[config.mk]
export PLATFORM = sky130hd
export DESIGN_NAME = mem_ctrl_flat
export DESIGN_NICKNAME = d
export VERILOG_FILES = /design/src/rtl/mem_ctrl_if.sv /design/src/rtl/mem_ctrl.sv /design/src/flat_wrapper.sv
export SDC_FILE = /design/constraint.sdc
export NUM_CORES = 1
export LEC_CHECK = 0
export ABC_AREA = 0
export BUFFER_PORTS_ARGS = -buffer_cell sky130_fd_sc_hd__buf_2
export CAP_MARGIN = 20
export CORE_MARGIN = 2
export CORE_UTILIZATION = 38
export CTS_CLUSTER_DIAMETER = 200
export CTS_CLUSTER_SIZE = 28
export DETAILED_ROUTE_END_ITERATION = 16
export HOLD_SLACK_MARGIN = 0.05
export PLACE_DENSITY = 0.6
export SYNTH_ARGS = -nofsm -noshare
export SYNTH_HDL_FRONTEND = slang
export SYNTH_SLANG_ARGS = --single-unit
export TNS_END_PERCENT = 5
[constraint.sdc]
create_clock -name clk -period 2.65 [get_ports clk]
set_input_delay 0 -clock clk [delete_from_list [all_inputs] [get_ports clk]]
set_output_delay 0 -clock clk [all_outputs]
set_load 0.01 [all_outputs]
[src/rtl/mem_ctrl_if.sv]
// Request/response and RAM-side signal bundle for mem_ctrl.
// slave = controller side, master = requesters plus RAM model.
interface mem_ctrl_if #(
    parameter int ADDR_WIDTH = 17
);
    logic                  if_req_i;
    logic [31:0]           if_addr_i;
    logic                  if_done_o;
    logic [31:0]           if_inst_o;
    logic                  mem_req_i;
    logic                  mem_we_i;
    logic [1:0]            mem_len_i;
    logic [31:0]           mem_addr_i;
    logic [31:0]           mem_data_i;
    logic                  mem_done_o;
    logic [31:0]           mem_data_o;
    logic                  busy_o;
    logic                  ram_we_o;
    logic [ADDR_WIDTH-1:0] ram_addr_o;
    logic [7:0]            ram_data_o;
    logic [7:0]            ram_data_i;

    modport slave (
        input  if_req_i, if_addr_i,
        input  mem_req_i, mem_we_i, mem_len_i,
        input  mem_addr_i, mem_data_i,
        input  ram_data_i,
        output if_done_o, if_inst_o,
        output mem_done_o, mem_data_o,
        output busy_o,
        output ram_we_o, ram_addr_o, ram_data_o
    );

    modport master (
        output if_req_i, if_addr_i,
        output mem_req_i, mem_we_i, mem_len_i,
        output mem_addr_i, mem_data_i,
        output ram_data_i,
        input  if_done_o, if_inst_o,
        input  mem_done_o, mem_data_o,
        input  busy_o,
        input  ram_we_o, ram_addr_o, ram_data_o
    );
endinterface

[src/rtl/mem_ctrl.sv]
// Arbitrates IF/MEM requests onto a byte-wide synchronous RAM,
// serialising little-endian accesses and reassembling read data.
module mem_ctrl #(
    parameter int ADDR_WIDTH = 17
) (
    input logic       clk,
    input logic       rst_n,
    mem_ctrl_if.slave bus
);
    typedef enum logic [1:0] {
        IDLE,
        ISSUE,
        DRAIN
    } state_t;

    state_t                r_state;
    logic                  r_is_if;
    logic                  r_we;
    logic [ADDR_WIDTH-1:0] r_base;
    logic [1:0]            r_last;
    logic [1:0]            r_idx;
    logic [31:0]           r_wdata;
    logic [31:0]           r_rbuf;
    logic                  r_if_done;
    logic                  r_mem_done;
    logic [31:0]           r_if_inst;
    logic [31:0]           r_mem_data;
    logic                  r_ram_we;
    logic [ADDR_WIDTH-1:0] r_ram_addr;
    logic [7:0]            r_ram_data;

    logic                  w_accept;
    logic                  w_mem_wr;
    logic [ADDR_WIDTH-1:0] w_req_base;
    logic [1:0]            w_nidx;
    logic [ADDR_WIDTH-1:0] w_next_addr;
    logic [7:0]            w_next_byte;
    logic [1:0]            w_cap_pos;
    logic [31:0]           w_rbuf_next;
    logic                  w_unused;

    // A done output high means the requester is still dropping its request.
    assign w_accept = (r_state == IDLE) && !r_if_done && !r_mem_done
                   && (bus.mem_req_i || bus.if_req_i);
    assign w_mem_wr = bus.mem_req_i && bus.mem_we_i;
    assign w_req_base = bus.mem_req_i ? bus.mem_addr_i[ADDR_WIDTH-1:0]
                                      : bus.if_addr_i[ADDR_WIDTH-1:0];

    assign w_nidx      = r_idx + 2'd1;
    assign w_next_addr = r_base + {{(ADDR_WIDTH-2){1'b0}}, w_nidx};
    assign w_next_byte = 8'(r_wdata >> {w_nidx, 3'b000});

    // RAM data lags the issued address by two edges.
    assign w_cap_pos   = (r_state == DRAIN) ? r_idx : r_idx - 2'd1;
    assign w_rbuf_next = r_rbuf
                       | (32'(bus.ram_data_i) << {w_cap_pos, 3'b000});

    assign w_unused = &{1'b0, bus.if_addr_i[31:ADDR_WIDTH],
                        bus.mem_addr_i[31:ADDR_WIDTH]};

    always_ff @(posedge clk) begin
        if (!rst_n) begin
            r_state    <= IDLE;
            r_is_if    <= 1'b0;
            r_we       <= 1'b0;
            r_base     <= '0;
            r_last     <= 2'd0;
            r_idx      <= 2'd0;
            r_wdata    <= 32'd0;
            r_rbuf     <= 32'd0;
            r_if_done  <= 1'b0;
            r_mem_done <= 1'b0;
            r_if_inst  <= 32'd0;
            r_mem_data <= 32'd0;
            r_ram_we   <= 1'b0;
            r_ram_addr <= '0;
            r_ram_data <= 8'd0;
        end else begin
            r_if_done  <= 1'b0;
            r_mem_done <= 1'b0;
            unique case (r_state)
                IDLE: begin
                    if (w_accept) begin
                        r_is_if    <= !bus.mem_req_i;
                        r_we       <= w_mem_wr;
                        r_base     <= w_req_base;
                        r_last     <= bus.mem_req_i ? bus.mem_len_i : 2'd3;
                        r_wdata    <= bus.mem_data_i;
                        r_idx      <= 2'd0;
                        r_rbuf     <= 32'd0;
                        r_ram_addr <= w_req_base;
                        r_ram_we   <= w_mem_wr;
                        r_ram_data <= w_mem_wr ? bus.mem_data_i[7:0] : 8'd0;
                        r_state    <= ISSUE;
                    end
                end
                ISSUE: begin
                    if (r_idx != 2'd0) begin
                        r_rbuf <= w_rbuf_next;
                    end
                    if (r_idx != r_last) begin
                        r_idx      <= w_nidx;
                        r_ram_addr <= w_next_addr;
                        if (r_we) begin
                            r_ram_data <= w_next_byte;
                        end
                    end else if (r_we) begin
                        r_ram_we   <= 1'b0;
                        r_mem_done <= 1'b1;
                        r_state    <= IDLE;
                    end else begin
                        r_state <= DRAIN;
                    end
                end
                DRAIN: begin
                    r_state <= IDLE;
                    if (r_is_if) begin
                        r_if_inst <= w_rbuf_next;
                        r_if_done <= 1'b1;
                    end else begin
                        r_mem_data <= w_rbuf_next;
                        r_mem_done <= 1'b1;
                    end
                end
                default: r_state <= IDLE;
            endcase
        end
    end

    assign bus.if_done_o  = r_if_done;
    assign bus.if_inst_o  = r_if_inst;
    assign bus.mem_done_o = r_mem_done;
    assign bus.mem_data_o = r_mem_data;
    assign bus.busy_o     = (r_state != IDLE);
    assign bus.ram_we_o   = r_ram_we;
    assign bus.ram_addr_o = r_ram_addr;
    assign bus.ram_data_o = r_ram_data;
endmodule

[src/flat_wrapper.sv]
// flat-port wrapper written by rule: the top's interface ports become plain ports
module mem_ctrl_flat 
#(
    parameter int ADDR_WIDTH = 17
)
  (clk, rst_n, bus_if_req_i, bus_if_addr_i, bus_mem_req_i, bus_mem_we_i, bus_mem_len_i, bus_mem_addr_i, bus_mem_data_i, bus_ram_data_i, bus_if_done_o, bus_if_inst_o, bus_mem_done_o, bus_mem_data_o, bus_busy_o, bus_ram_we_o, bus_ram_addr_o, bus_ram_data_o);
  mem_ctrl_if #(.ADDR_WIDTH(ADDR_WIDTH)) bus_i ();
  input logic clk;
  input logic rst_n;
  input wire logic [$bits(bus_i.if_req_i)-1:0] bus_if_req_i;
  input wire logic [$bits(bus_i.if_addr_i)-1:0] bus_if_addr_i;
  input wire logic [$bits(bus_i.mem_req_i)-1:0] bus_mem_req_i;
  input wire logic [$bits(bus_i.mem_we_i)-1:0] bus_mem_we_i;
  input wire logic [$bits(bus_i.mem_len_i)-1:0] bus_mem_len_i;
  input wire logic [$bits(bus_i.mem_addr_i)-1:0] bus_mem_addr_i;
  input wire logic [$bits(bus_i.mem_data_i)-1:0] bus_mem_data_i;
  input wire logic [$bits(bus_i.ram_data_i)-1:0] bus_ram_data_i;
  output wire logic [$bits(bus_i.if_done_o)-1:0] bus_if_done_o;
  output wire logic [$bits(bus_i.if_inst_o)-1:0] bus_if_inst_o;
  output wire logic [$bits(bus_i.mem_done_o)-1:0] bus_mem_done_o;
  output wire logic [$bits(bus_i.mem_data_o)-1:0] bus_mem_data_o;
  output wire logic [$bits(bus_i.busy_o)-1:0] bus_busy_o;
  output wire logic [$bits(bus_i.ram_we_o)-1:0] bus_ram_we_o;
  output wire logic [$bits(bus_i.ram_addr_o)-1:0] bus_ram_addr_o;
  output wire logic [$bits(bus_i.ram_data_o)-1:0] bus_ram_data_o;
  assign bus_i.if_req_i = bus_if_req_i;
  assign bus_i.if_addr_i = bus_if_addr_i;
  assign bus_i.mem_req_i = bus_mem_req_i;
  assign bus_i.mem_we_i = bus_mem_we_i;
  assign bus_i.mem_len_i = bus_mem_len_i;
  assign bus_i.mem_addr_i = bus_mem_addr_i;
  assign bus_i.mem_data_i = bus_mem_data_i;
  assign bus_i.ram_data_i = bus_ram_data_i;
  assign bus_if_done_o = bus_i.if_done_o;
  assign bus_if_inst_o = bus_i.if_inst_o;
  assign bus_mem_done_o = bus_i.mem_done_o;
  assign bus_mem_data_o = bus_i.mem_data_o;
  assign bus_busy_o = bus_i.busy_o;
  assign bus_ram_we_o = bus_i.ram_we_o;
  assign bus_ram_addr_o = bus_i.ram_addr_o;
  assign bus_ram_data_o = bus_i.ram_data_o;
  mem_ctrl #(.ADDR_WIDTH(ADDR_WIDTH)) u_core (.clk(clk), .rst_n(rst_n), .bus(bus_i));
endmodule
==> impl_metrics.yaml, run 1 <==
run_status:
  status: "finished clean"
yosys:
  ys_seq_elements: 181
  async_flop_share: 0
  synth_top_area_cell: "dfxtp_1"
  post_synth_num_cell_types: 55
  synth_top_area_frac: 0.456
  synth_area_sq_um: 7950
  ys_seq_area_frac: 0.456
  synth_nets: 965
  syn_inst: 846
  synth_edf_count: 0
  ys_warn_count: 0
  postSynthAreaPerCell_sq_um: 9.39
  synth.area.top_cells: "dfxtp_1, o211a_1, nand2_1"
  synthFlopType: "dfxtp_1"
worst_setup_path:
  rrSetupSlack_ns: 0.23
  worstPathArrival_ns: 2.78
  start_kind: "register"
  rr_worst_depth: 8
  worstPathRequired_ns: 3.01
  path_max_fanout: 10
  setup.worst_path.end_class: "register"
  worstSetupPathType: "reg -> reg"
timing:
  fmax_mhz: 414
  relSlewSlack: 0.392
  tightest_slew_ns: 0.906
  finalHoldViolCount: 0
  fin_crit_sh: 0.911
  finalClockSkew_ns: 0.00920
  fin_tns_setup_ns: 0
  setup_viol: 0
  drv_slew: 0
  rsz0062_at_grt: "no"
  post-route-min-period_ns: 2.42
routing:
  ant_nets: 0
  drtIter0Drc: 396
  viasPerCell: 5.12
  wirelength_mm: 21.3
  drc: 0
  firstDrtPassIters: 6
  avgRoutedWirePerCell_microns: 15.8
  vias: 6894
layout:
  antenna_cells: 0
  final_layout_size_suffix_gt1_frac: 0.235
  fin_util: 0.516
  final_cell_count_no_fill: 1346
  nFillCells: 1921
  fin_nets: 1182
  syn2layout_area_growth_pct: 32.2
flow_run:
  drv_cap: 0
pwr:
  p_sw_mw: 3.60
  swShare: 0.359
  leakagePower_nw: 5.35
  combPwrFrac: 0.361
  intPower_mw: 6.43
  p_clk_frac: 0.277
  ir_drop_v: 0.000536
  p_seq_frac: 0.362
  power.density_nw_per_um2: 955
  fin_total_pwr_mw: 10.0
min_path:
  hp-class: "in -> reg"
  hold-path-cell-count: 5
global_routing:
  first_global_vias: 6579
  grt_usage: 0.194
  overflow: 0
  grt_max_degree: 75
  antenna_found_initial: 0
  grt_pass1_wl_mm: 34.1
floorplanning:
  die_area_sq_um: 22100
  die_h_microns: 149
  initial_core_util: 0.390
  ioPinCount: 204
  die_x_microns: 149
  rows: 52
  core_area_sq_um: 20400
placed_design:
  placedCellCount: 1237
  port_buffers: 173
  dp_hpwl_mm: 13.5
  gp_congestion: 0.742
clock_network:
  path_clk_slew_ns: 0.07
  cts_setup_buffers: 0
  cts_max_level: 4
  clock-sinks: 181
  clock_latency_ns: 0.43
  cts_tree: "built"
  clockBufferDepth: 2
  cts_root_buf: "clkbuf_16"
  cts_made_buffers: 17
## sequential cells by signal, indices dropped and copies added (netlist names)
signal	count
u_core.r_last	2
u_core.bus.ram_data_o	8
u_core.bus.mem_done_o	1
u_core.r_is_if	1
u_core.r_base	17
u_core.bus.if_done_o	1
u_core.r_state	2
u_core.bus.mem_data_o	32
u_core.bus.ram_addr_o	17
u_core.r_rbuf	32
u_core.r_we	1
u_core.bus.ram_we_o	1
u_core.r_wdata	32
u_core.r_idx	2
u_core.bus.if_inst_o	32
## final cells by class
| class | instances | area (sq um) | area share |
|---|---|---|---|
| multi-input cells | 582 | 4000 | 0.381 |
| clock buffers | 20 | 457 | 0.0435 |
| inverters | 8 | 30.0 | 0.00286 |
| clock inverters | 12 | 195 | 0.0186 |
| flip-flops and latches | 181 | 3620 | 0.345 |
| well taps | 270 | 338 | 0.0322 |
| repair buffers | 273 | 1860 | 0.177 |
## worst max-delay path, cell delays in order, from the launching register on
cell and delay, ns:
dfxtp_1 0.32, inv_1 0.08, ha_1 0.40, buf_4 0.27
nand2b_1 0.13, o22ai_2 0.37, nor3b_2 0.52, a22oi_1 0.13
nor2b_1 0.13
## Yosys cell counts (8+ instances only)
library cell and number:
clkbuf_1 47, a21boi_0 31, buf_1 11, nor2b_1 36, mux2i_1 19, a21boi_1 11
a21oi_1 40, o211a_1 92, nand3_1 13, buf_2 16, mux4_2 8, nand2b_1 13
nand2_1 182, dfxtp_1 181, a221o_1 8, a22oi_1 33, xor2_1 10, o21ai_0 10
## cells by family (layout without fill, tap and decap cells)
group	count (synthesis)	count (layout)	synth area share
adders and majority gates	8	8	0.0135
buffers and inverters	83	313	0.0427
muxes	27	27	0.0466
DFF	181	181	0.456
xor gates and xnor gates	12	12	0.0132
and+or+nand+nor	283	283	0.170
AOI/OAI and AO/OA	252	252	0.258
## layout by cell type, fill, tap and decap left out, drive strengths merged, types with 13 or more instances in the layout
cell         instances
clkbuf              20
o211a               92
a21oi               40
dlygate4sd3         77
nand3               13
nand2              182
buf                196
a21boi              42
dfxtp              181
nand2b              13
mux2i               19
a22oi               33
nor2b               36
## power by group through the flow
stage	Clock [mW]	Combinational, mW	Sequential (mW)
global placement	0	3.53	3.67
detailed placement	0	3.55	3.69
CTS	2.83	3.66	3.63
global route	2.96	4.02	3.70
finish	2.78	3.62	3.63
floorplan	0	2.26	3.77
## metal layers
metal / share of wire / vias up / track usage
met2: 0.47 / 153 / 0.323
li1: - / 3444 / -
met3: 0.043 / 20 / 0.0411
met4: 0.010 / 0 / 0.0486
met1: 0.48 / 3277 / 0.259
met5: 0 / - / 0
## final timing paths
kind / startpoint / endpoint
worst max-delay path: u_core.r_idx[1]$_SDFFE_PN0P_ / u_core.r_rbuf[7]$_SDFFE_PN0P_
worst min-delay path: bus_mem_addr_i[1] / u_core.bus.ram_addr_o[1]$_SDFFE_PN0P_
worst max register to register: u_core.r_idx[1]$_SDFFE_PN0P_ / u_core.r_rbuf[7]$_SDFFE_PN0P_
worst min register to register: u_core.r_wdata[19]$_SDFFE_PN0P_ / u_core.r_wdata[19]$_SDFFE_PN0P_
## stage by stage
step	hold WS, ns	cell area [sq um]	worst slack [ns]
floorplan	0.135	7950	0.387
global placement	0.242	9080	0.241
detailed placement	0.246	9080	0.240
CTS	0.0561	10500	0.223
global route	0.109	10500	0.0129
finish	0.0965	10500	0.235
## repair_timing
item,4_1_cts,5_1_grt
gates resized for setup,0,0
hold endpoints to repair,97,0
hold buffers,77,0
No activity file was read; power rests on OpenSTA's default activity.
==> inputs of run 2 (changes only) <==
- CTS_BUF_LIST: unset -> sky130_fd_sc_hd__clkbuf_8
==> run 2 against run 1 <==
Compared with the run above: worst hold slack worse by 0.024 ns; routed wire length is 0.53% lower; clock-buffer cell count is 1 lower; sequential share of layout area is 0.52 points higher; largest power group unchanged; global-route usage hardly changed; first-iteration DRC count is 3.5% lower; clock power is 23% lower.
==> impl_metrics.yaml, run 2 (same netlist as run 1, synthesis figures left out) <==
layout:
  fin_nets: 1185
  syn2layout_area_growth_pct: 30.2
  nFillCells: 1929
  final_layout_size_suffix_gt1_frac: 0.234
  final_cell_mix: "nand2_1, dfxtp_1, buf_2, o211a_1, dlygate4sd3_1"
  antenna_cells: 0
  final_common_cell: "nand2_1"
floorplanning:
  ioPinCount: 204
  die_x_microns: 149
  die_h_microns: 149
  initial_core_util: 0.390
  die_area_sq_um: 22100
  rows: 52
  core_area_sq_um: 20400
timing:
  setup_viol: 0
  rsz0062_at_grt: "no"
  finalClockSkew_ns: 0.0155
  drv_slew: 0
  fin_tns_setup_ns: 0
  finalHoldViolCount: 0
  fin_crit_sh: 0.893
  fin_ws_ns: 0.283
  fmax_mhz: 423
  relSlewSlack: 0.385
  tightest_slew_ns: 0.917
  post-route-min-period_ns: 2.37
worst_setup_path:
  crit_buf_inv: 1
  start_kind: "register"
  rr_worst_depth: 8
  crit_slowest_cell: "ha_1"
  path_cells: "inv_1 -> ha_1 -> ha_1 -> a21o_1 -> nand2_1 -> or2_2 -> o311ai_0 -> o21ai_0"
  setup.worst_path.end_class: "register"
  worstPathRequired_ns: 2.98
  path_max_fanout: 7
  cp_slowest_stage_delay_ns: 0.37
  worstSetupPathDepth: 8
  crit_top_cell: "ha_1"
  worstPathArrival_ns: 2.70
  worstSetupPathType: "reg -> reg"
  path_delay_family: "adder cells"
global_routing:
  first_global_vias: 6611
  antenna_found_initial: 0
  grt_pass1_wl_mm: 34.1
  grt_usage: 0.194
  overflow: 0
  grt_max_degree: 75
routing:
  vias: 6843
  viasPerCell: 5.07
  avgRoutedWirePerCell_microns: 15.7
  drtIter0Drc: 382
  wirelength_mm: 21.2
  drc: 0
  ant_nets: 0
  firstDrtPassIters: 5
pwr:
  power.density_nw_per_um2: 907
  fin_total_pwr_mw: 9.39
  leakagePower_nw: 5.28
  ir_drop_v: 0.000499
placed_design:
  gp_congestion: 0.742
  port_buffers: 173
  dp_hpwl_mm: 13.5
  post-place-ws_ns: 0.240
clock_network:
  cts_root_buf: "clkbuf_8"
  clock-sinks: 181
  cts_tree: "built"
  cts_made_buffers: 17
  path_clk_slew_ns: 0.10
  cts_max_level: 4
  clock_latency_ns: 0.45
  clockBufferDepth: 2
  cts_setup_buffers: 0
flow_run:
  drv_cap: 0
min_path:
  hp-class: "in -> reg"
  hold-path-cell-count: 5
run_status:
  status: "finished clean"
run 2: cell count changes in the layout (fill, tap and decap cells not counted), sizes merged:
cell	change
inv	+1
clkbuf	-1
dlygate4sd3	+3
run 2: worst register-to-register path: stages (launching register included):
cell and delay, ns:
dfxtp_1 0.33, inv_1 0.08, ha_1 0.37, ha_1 0.32, a21o_1 0.25, nand2_1 0.16
or2_2 0.32, o311ai_0 0.32, o21ai_0 0.11
run 2: repair_timing:
action | 4_1_cts | 5_1_grt
setup endpoints to repair | 0 | 1
endpoints found under the hold margin | 112 | 0
gates resized for setup | 0 | 1
hold buffers | 80 | 0
run 2: metrics by stage:
stage | util | cell area, sq um | hold slack (ns) | instances
after detailed placement | 0.446 | 9080 | 0.246 | 1237
after global placement | 0.446 | 9080 | 0.242 | 1237
after global routing | 0.508 | 10300 | 0.0766 | 1349
after floorplan | - | 7950 | 0.135 | 846
final | 0.508 | 10300 | 0.0723 | 1349
after CTS | 0.508 | 10300 | 0.0546 | 1349
run 2: power by group:
group	total, mW	internal [mW]	leakage, nW	switching [mW]
Sequential	3.63	3.28	1.48	0.344
Combinational	3.63	1.49	3.57	2.14
Clock	2.13	1.10	0.235	1.03
run 2: cell type report:
cell class / instances / area [sq um] / share of cell area
repair buffers: 276 / 1890 / 0.183
inverters: 8 / 30.0 / 0.00290
multi-input cells: 582 / 4000 / 0.387
clock inverters: 13 / 199 / 0.0192
well taps: 270 / 338 / 0.0327
flip-flops and latches: 181 / 3620 / 0.350
clock buffers: 19 / 262 / 0.0253
run 2: worst paths after layout:
check	start	endpoint	slack, ns
worst min register to register	u_core.r_wdata[19]$_SDFFE_PN0P_	u_core.r_wdata[19]$_SDFFE_PN0P_	0.46
worst max-delay path	u_core.r_idx[1]$_SDFFE_PN0P_	u_core.bus.ram_addr_o[15]$_SDFFE_PN0P_	0.28
worst min-delay path	bus_mem_addr_i[1]	u_core.bus.ram_addr_o[1]$_SDFFE_PN0P_	0.07
worst max register to register	u_core.r_idx[1]$_SDFFE_PN0P_	u_core.bus.ram_addr_o[15]$_SDFFE_PN0P_	0.28
run 2: metal layers:
layer,share of wire,vias up,global-route usage
met5,0,-,0
li1,-,3450,-
met2,0.47,137,0.323
met1,0.48,3243,0.259
met3,0.038,13,0.0402
met4,0.0096,0,0.0452
